### src/rtl/lut_cfg_loader.sv
// lut_cfg_loader
//   Loads the configuration of the LUT fabric from a byte-serial frame.
//   The frame is HEADER, then 3 bytes per LUT, then an XOR checksum. It is
//   staged in a shadow store and copied to the active outputs in one step,
//   and only when the header and the checksum are both good.
//
// Ports
//   clk, rst_n             clock, asynchronous active-low reset
//   in_data/in_valid       configuration byte stream
//   in_ready               byte accepted when in_valid && in_ready (state only)
//   cfg_abort              drop the frame being received (LOAD/CHECK only)
//   lut_truth              active truth tables, LUT i at [16i+15:16i]
//   lut_sel                active input selects, LUT i at [8i+7:8i]
//   cfg_busy               registered, high while a frame is in progress
//   cfg_done / cfg_err     one-cycle pulses: commit, or header/checksum failure
module lut_cfg_loader #(
    parameter int          NUM_LUTS = 16,
    parameter logic [7:0]  HEADER   = 8'hA5
) (
    input  logic                    clk,
    input  logic                    rst_n,
    input  logic [7:0]              in_data,
    input  logic                    in_valid,
    output logic                    in_ready,
    input  logic                    cfg_abort,
    output logic [NUM_LUTS*16-1:0]  lut_truth,
    output logic [NUM_LUTS*8-1:0]   lut_sel,
    output logic                    cfg_busy,
    output logic                    cfg_done,
    output logic                    cfg_err
);
    localparam int NBYTES = 3 * NUM_LUTS;
    localparam int CNT_W  = (NBYTES > 1) ? $clog2(NBYTES) : 1;
    localparam logic [CNT_W-1:0] LAST = CNT_W'(NBYTES - 1);

    typedef enum logic [2:0] {IDLE, LOAD, CHECK, COMMIT, FAIL} state_t;

    state_t           state, state_n;
    logic [CNT_W-1:0] cnt;
    logic [7:0]       xsum;
    logic [7:0]       shadow [NBYTES];
    logic             xfer;
    logic             hdr_bad;

    assign in_ready = (state == IDLE) || (state == LOAD) || (state == CHECK);
    assign xfer     = in_valid && in_ready;

    always_comb begin
        state_n = state;
        hdr_bad = 1'b0;
        case (state)
            IDLE: begin
                if (xfer) begin
                    if (in_data == HEADER) state_n = LOAD;
                    else                   hdr_bad = 1'b1;
                end
            end
            LOAD: begin
                if (cfg_abort)                  state_n = IDLE;
                else if (xfer && cnt == LAST)   state_n = CHECK;
            end
            CHECK: begin
                if (cfg_abort)  state_n = IDLE;
                else if (xfer)  state_n = (in_data == xsum) ? COMMIT : FAIL;
            end
            COMMIT:  state_n = IDLE;
            FAIL:    state_n = IDLE;
            default: state_n = IDLE;
        endcase
    end

    // Control state, byte counter, running checksum and the status flags.
    always_ff @(posedge clk or negedge rst_n) begin
        if (!rst_n) begin
            state    <= IDLE;
            cnt      <= '0;
            xsum     <= '0;
            cfg_busy <= 1'b0;
            cfg_done <= 1'b0;
            cfg_err  <= 1'b0;
        end else begin
            state    <= state_n;
            // Registered copy of "state != IDLE" so it lines up with state.
            cfg_busy <= (state_n != IDLE);
            cfg_done <= (state == COMMIT);
            cfg_err  <= (state == FAIL) || hdr_bad;
            case (state)
                IDLE: begin
                    if (xfer && in_data == HEADER) begin
                        cnt  <= '0;
                        xsum <= '0;
                    end
                end
                LOAD: begin
                    if (cfg_abort) begin
                        cnt  <= '0;
                        xsum <= '0;
                    end else if (xfer) begin
                        cnt  <= cnt + 1'b1;
                        xsum <= xsum ^ in_data;
                    end
                end
                CHECK: begin
                    if (cfg_abort) begin
                        cnt  <= '0;
                        xsum <= '0;
                    end
                end
                default: ;
            endcase
        end
    end

    // Shadow store: written only by un-aborted payload bytes.
    always_ff @(posedge clk or negedge rst_n) begin
        if (!rst_n) begin
            for (int i = 0; i < NBYTES; i++) shadow[i] <= '0;
        end else if (state == LOAD && xfer && !cfg_abort) begin
            shadow[cnt] <= in_data;
        end
    end

    // Active configuration: every LUT loads from shadow on the same edge,
    // so the fabric never sees a partly updated configuration.
    for (genvar g = 0; g < NUM_LUTS; g++) begin : g_lut
        always_ff @(posedge clk or negedge rst_n) begin
            if (!rst_n) begin
                lut_truth[16*g +: 16] <= '0;
                lut_sel[8*g +: 8]     <= '0;
            end else if (state == COMMIT) begin
                lut_truth[16*g +: 16] <= {shadow[3*g+1], shadow[3*g]};
                lut_sel[8*g +: 8]     <= shadow[3*g+2];
            end
        end
    end

endmodule

### config.mk
export PLATFORM = sky130hd
export DESIGN_NAME = lut_cfg_loader
export DESIGN_NICKNAME = d
export VERILOG_FILES = /design/src/rtl/lut_cfg_loader.sv
export SDC_FILE = /design/constraint.sdc
export NUM_CORES = 1
export LEC_CHECK = 0
export BUFFER_PORTS_ARGS = -buffer_cell sky130_fd_sc_hd__buf_2
export CAP_MARGIN = 20
export CORE_AREA = 2 2 262 200
export DETAILED_ROUTE_END_ITERATION = 8
export DIE_AREA = 0 0 264 202
export MAX_ROUTING_LAYER = met4
export PLACE_DENSITY_LB_ADDON = 0.1
export SLEW_MARGIN = 10
export SYNTH_ARGS = -nofsm -noshare
export SYNTH_HDL_FRONTEND = slang
export SYNTH_SLANG_ARGS = --single-unit
### constraint.sdc
create_clock -name clk -period 4.1 [get_ports clk]
set_clock_uncertainty 0.05 [all_clocks]
set_input_delay 0.82 -clock clk [delete_from_list [all_inputs] [get_ports clk]]
set_output_delay 0.82 -clock clk [all_outputs]
set_load 0.02 [all_outputs]
* Word level (Yosys, flattened, before mapping) *
Index checks and enable logic that the tools add are counted.

storage, ports and cells
  bits in registers = 788
  latch bits = 0
  bits in writable memories = 0
  ROM bits = 0
  input port bits = 12
  memories kept = 0

cells by class
  add/subtract/negate cells = 1
  $mul = 0
  div/mod/pow operators = 0
  $lt $le $gt $ge = 2
  eq/ne operators = 10
  shift operators = 0
  multiplexer cells = 24
  bitwise gates (word level) = 2
  reductions and logical operators = 14

operator list
  operator               count
  $bwmux W384            1
  $demux W8 S6           1
  $mux W8                5
  $mux W6                4
  $pmux W8 S3            1
  $mux W3                7
  $pmux W6 S3            1
  $pmux W3 S3            1
  $eq A8 B8 Y1           1
  $eq A8 B8 Y1 const B   1
  $xor A8 B8 Y8          1
  $ge A7 B7 Y1 const B   1
  $lt A7 B1 Y1 const B   1
  $not A6 Y7             1
  $add A6 B1 Y6 const B  1
  $eq A3 B2 Y1 const B   2
  $eq A6 B6 Y1 const B   1
  $logic_and A1 B1 Y1    6
  $reduce_bool A3 Y1     2
  $reduce_and A4 Y1      1
  $eq A3 B1 Y1 const B   1
  $eq A3 B3 Y1 const B   1
  $logic_not A3 Y1       1
  $logic_or A1 B1 Y1     3
  5 further kinds        7

* Longest topological paths before layout *
  depth in word-level cells = 9
  mapped depth = 8
  gate-level depth less buffers = 5

* Worst setup path after synthesis *
OpenSTA, ideal clock, no wires.

  path type = input to register
  start point = in cfg_abort
  end point = reg shadow[216] (netlist name)
  setup time = 0.125 ns
  arrival = 2.404 ns
  required time = 3.925 ns
  path slack = 1.521 ns
  stages on the path = 5
  cell sequence = or4b_1 buf_6 or4_4 buf_6 mux2_4

on the way
  longest elaborated chain between the ends = 2

RTL lines
  what                           RTL line  source
  start, declared                25        input logic cfg_abort,
  $logic_not A1 Y1               118       end else if (state == LOAD && xfer && !cfg_abort) begin
  $logic_and A1 B1 Y1            118
  end signal, assigned by index  119       shadow[cnt] <= in_data;
  end, declared                  41        logic [7:0] shadow [NBYTES];

Every way passes these cells.
A chain may end at the register's enable or synchronous reset.

* Worst setup path after layout *
  start point = reg state[1]
  end point = reg shadow[363] (netlist name)

on the way
  longest elaborated chain between the ends = 6
  elaborated cells on any way between the ends = 8
  classes of those cells = eq/ne: 2; reduce/logical: 6

RTL lines
  what                                                     RTL line  source
  start, declared                                          38        state_t state, state_n;
  start signal, assigned                                   82        state <= state_n;
  $eq A3 B1 Y1 / $logic_not A3 Y1 (equally long branches)  45, 118
  $logic_or A1 B1 Y1 (2 in series)                         45        assign in_ready = (state == IDLE) || (state == LOAD) || (state == CHECK);
  $logic_and A1 B1 Y1                                      46        assign xfer = in_valid && in_ready;
  $logic_and A1 B1 Y1 * (2 in series)                      118

Mark *: on every way between the ends. The rest lies on a longest branch, timed or not.

==> reports/metrics.csv <==
metric,value,unit
post-DP HPWL,47.0,mm
leakage,20.6,nW
io pins,400,
Post-synth EDFFs,0,
core area,0.0508,mm²
routed length on met2,36.0,mm
CP Class,reg -> reg,
Post CTS Setup Buffer Count,0,
DR pass1 iterations,5,
DIE HEIGHT,202,µm
Final GP Congestion,0.797,
first-pass GRT wire length,121,mm
synth unique cells,50,
total track usage,0.301,
nets@finish,3034,
DRT antenna net count,0,
Max Buffers Root-to-Sink,3,
area of the multi-input gates,0.00983,mm²
Buffers on Ports,399,
top sig layer,met4,
Yosys reg bits,788,
wire length on met3,4.62,mm
CTS tree,yes,
Setup WS pre-CTS,0.650,ns
maximum clock frequency,323,MHz
Required @ worst endpoint,4.53,ns
period utilization,0.755,
type of the worst min-delay path,in -> async,
Total Wirelength,76.6,mm
clock buffer count from CTS,74,
Slew Limit Fails,0,
layout cells sized above 1,0.321,
Syn Inst Count,2650,
Max transition margin,0.366,
CP arrival,3.53,ns
Synth Net Count,2663,
Post-CTS Hold Fix Bufs,0,
Slew @ Worst Pin,0.952,ns
clock transition at the registers of the reported paths,0.06,ns
final setup vio count,0,
Vias,20555,
M1 WL,34.0,mm
final hold violations,0,
"Remaining Overflow, GRT",0,
PnR worst setup slack,1.00,ns
synthesized area per cell,11.4,µm²
dominant synthesized flop cell,dfrtp_1,
worst skew pair latency,0.61,ns
RSZ-0062 raised after global routing,false,
status,"complete, no violations",
Crit Path Max Fanout,19,
Initial Util,0.594,
Netlist Area Pre-Place,0.0302,mm²
Worst VDD drop,0.315,mV
H-tree level count,3,
Final min period,3.10,ns
post-CTS sizing,0,
Die Area,0.0533,mm²
FP Rows,72,
pwr/cell area,436,mW/mm²
endpoint class of the critical path,register,
CTS sink cnt,788,
sequential element share of the synthesized area,0.653,
Max-Cap Viols,0,
FILL cells,3718,
DRC Markers,0,
YS warnings,0,
DRT iter0 DRCs,1687,
Vias/cell,5.50,
initial antenna violation count,1,
largest net degree at the start of global routing,124,
number of global-route vias before repair,21216,
setup tns final,0,ns
WL/cell,20.5,µm
CP startpoint kind,register,
Async SR Flop Fraction,1.00,
Area Overhead vs Synth,17.6,%
root buffer cell,clkbuf_16,
Min Hold Slack,0.138,ns
register area,0.0197,mm²
Die X,264,µm
-- critical path, stage by stage (launching register included) --
cell and delay (ns):
dfrtp_1 0.46, or4b_1 0.93, nor3_4 0.78, nand2_2 0.32, mux2_1 0.41
-- through the flow --
step                      utilization  area, µm²  cells  power [W]
after floorplan                     -      30200   2650    0.00802
after CTS                       0.698      35500   3736     0.0156
after detailed placement        0.647      32900   3611    0.00829
after global placement          0.647      32900   3611    0.00828
after global routing            0.699      35500   3737     0.0159
final                           0.699      35500   3737     0.0155
-- worst paths after layout --
kind                       slack, ns  cells after the start   startpoint             end
setup / recovery                1.00                      4     state[1]     shadow[363]
hold / removal                  0.14                      1        rst_n   lut_truth[29]
setup reg to reg                1.00                      4     state[1]     shadow[363]
hold reg to reg                 0.41                      2  shadow[237]  lut_truth[101]
max in group asynchronous       2.76                      3        rst_n     lut_sel[30]
min in group clk                0.41                      2  shadow[237]  lut_truth[101]
-- metal layers --
layer | global-route usage | vias to the layer above
li1 | - | 9207
met1 | 0.422 | 10572
met2 | 0.454 | 632
met3 | 0.0602 | 144
met4 | 0.0869 | 0
met5 | - | -
-- placed cells by master (no fill, tap or decap), types with 4 or more instances in the layout --
master,netlist,final
clkbuf_16,0,79
mux2_4,16,16
mux2_2,362,362
a211o_1,10,10
mux2_1,6,6
xnor2_1,8,8
nor3_1,17,17
bufinv_16,0,11
and3_1,11,11
nand2_1,1176,1176
or3_1,4,4
clkinv_2,0,9
buf_4,1,39
nand3_2,4,4
buf_2,9,398
nand2b_1,5,5
nor2b_1,7,7
clkbuf_8,0,14
nand3_1,6,6
dfrtp_1,788,788
clkbuf_1,135,10
nand4_1,5,5
nand2_2,12,12
nor2_2,18,18
buf_12,0,9
-- flip-flops by register name (all words and copies together), names as in the netlist --
| name | cells |
|---|---|
| cnt | 6 |
| cfg_err | 1 |
| xsum | 8 |
| lut_truth | 256 |
| lut_sel | 128 |
| state | 3 |
| cfg_done | 1 |
| shadow | 384 |
| cfg_busy | 1 |
-- where the power goes --
part | total (W) | internal [W] | switching, W
sequential | 0.00780 | 0.00778 | 0.0000167
combinational | 0.000338 | 0.0000534 | 0.000285
clock | 0.00733 | 0.00444 | 0.00290
-- final cells by class --
| cell class | count | area share |
|---|---|---|
| flip-flops and latches | 788 | 0.556 |
| multi-input cells | 1706 | 0.277 |
| repair buffers | 447 | 0.0699 |
| clock buffers | 103 | 0.0622 |
| well taps | 666 | 0.0235 |
| clock inverters | 22 | 0.0110 |
| inverters | 4 | 0.000635 |
| diodes | 1 | 0.0000705 |
-- kinds of logic (layout without fill, tap and decap cells) --
group | Yosys count | in the layout | share of synthesized area
simple gates | 1288 | 1288 | 0.171
compound gates | 25 | 25 | 0.00634
mux | 384 | 384 | 0.145
buf+inv | 156 | 576 | 0.0209
other cells | 0 | 1 | 0
xor+xnor | 8 | 8 | 0.00232
flops | 788 | 788 | 0.653
fa+ha+maj | 1 | 1 | 0.000415
-- cells in the mapped netlist, types with 5 or more instances --
library cell / number / area [µm²]
nand2_1: 1176 / 4410
mux2_1: 6 / 67.6
and3_1: 11 / 68.8
nand2b_1: 5 / 31.3
nand3_1: 6 / 30.0
nor3_1: 17 / 85.1
a211o_1: 10 / 87.6
nand2_2: 12 / 75.1
xnor2_1: 8 / 70.1
clkbuf_1: 135 / 507
buf_2: 9 / 45.0
nor2b_1: 7 / 43.8
nor2_2: 18 / 113
dfrtp_1: 788 / 19700
mux2_4: 16 / 240
nand4_1: 5 / 31.3
mux2_2: 362 / 4080
Power figures use the tool's default switching activity.
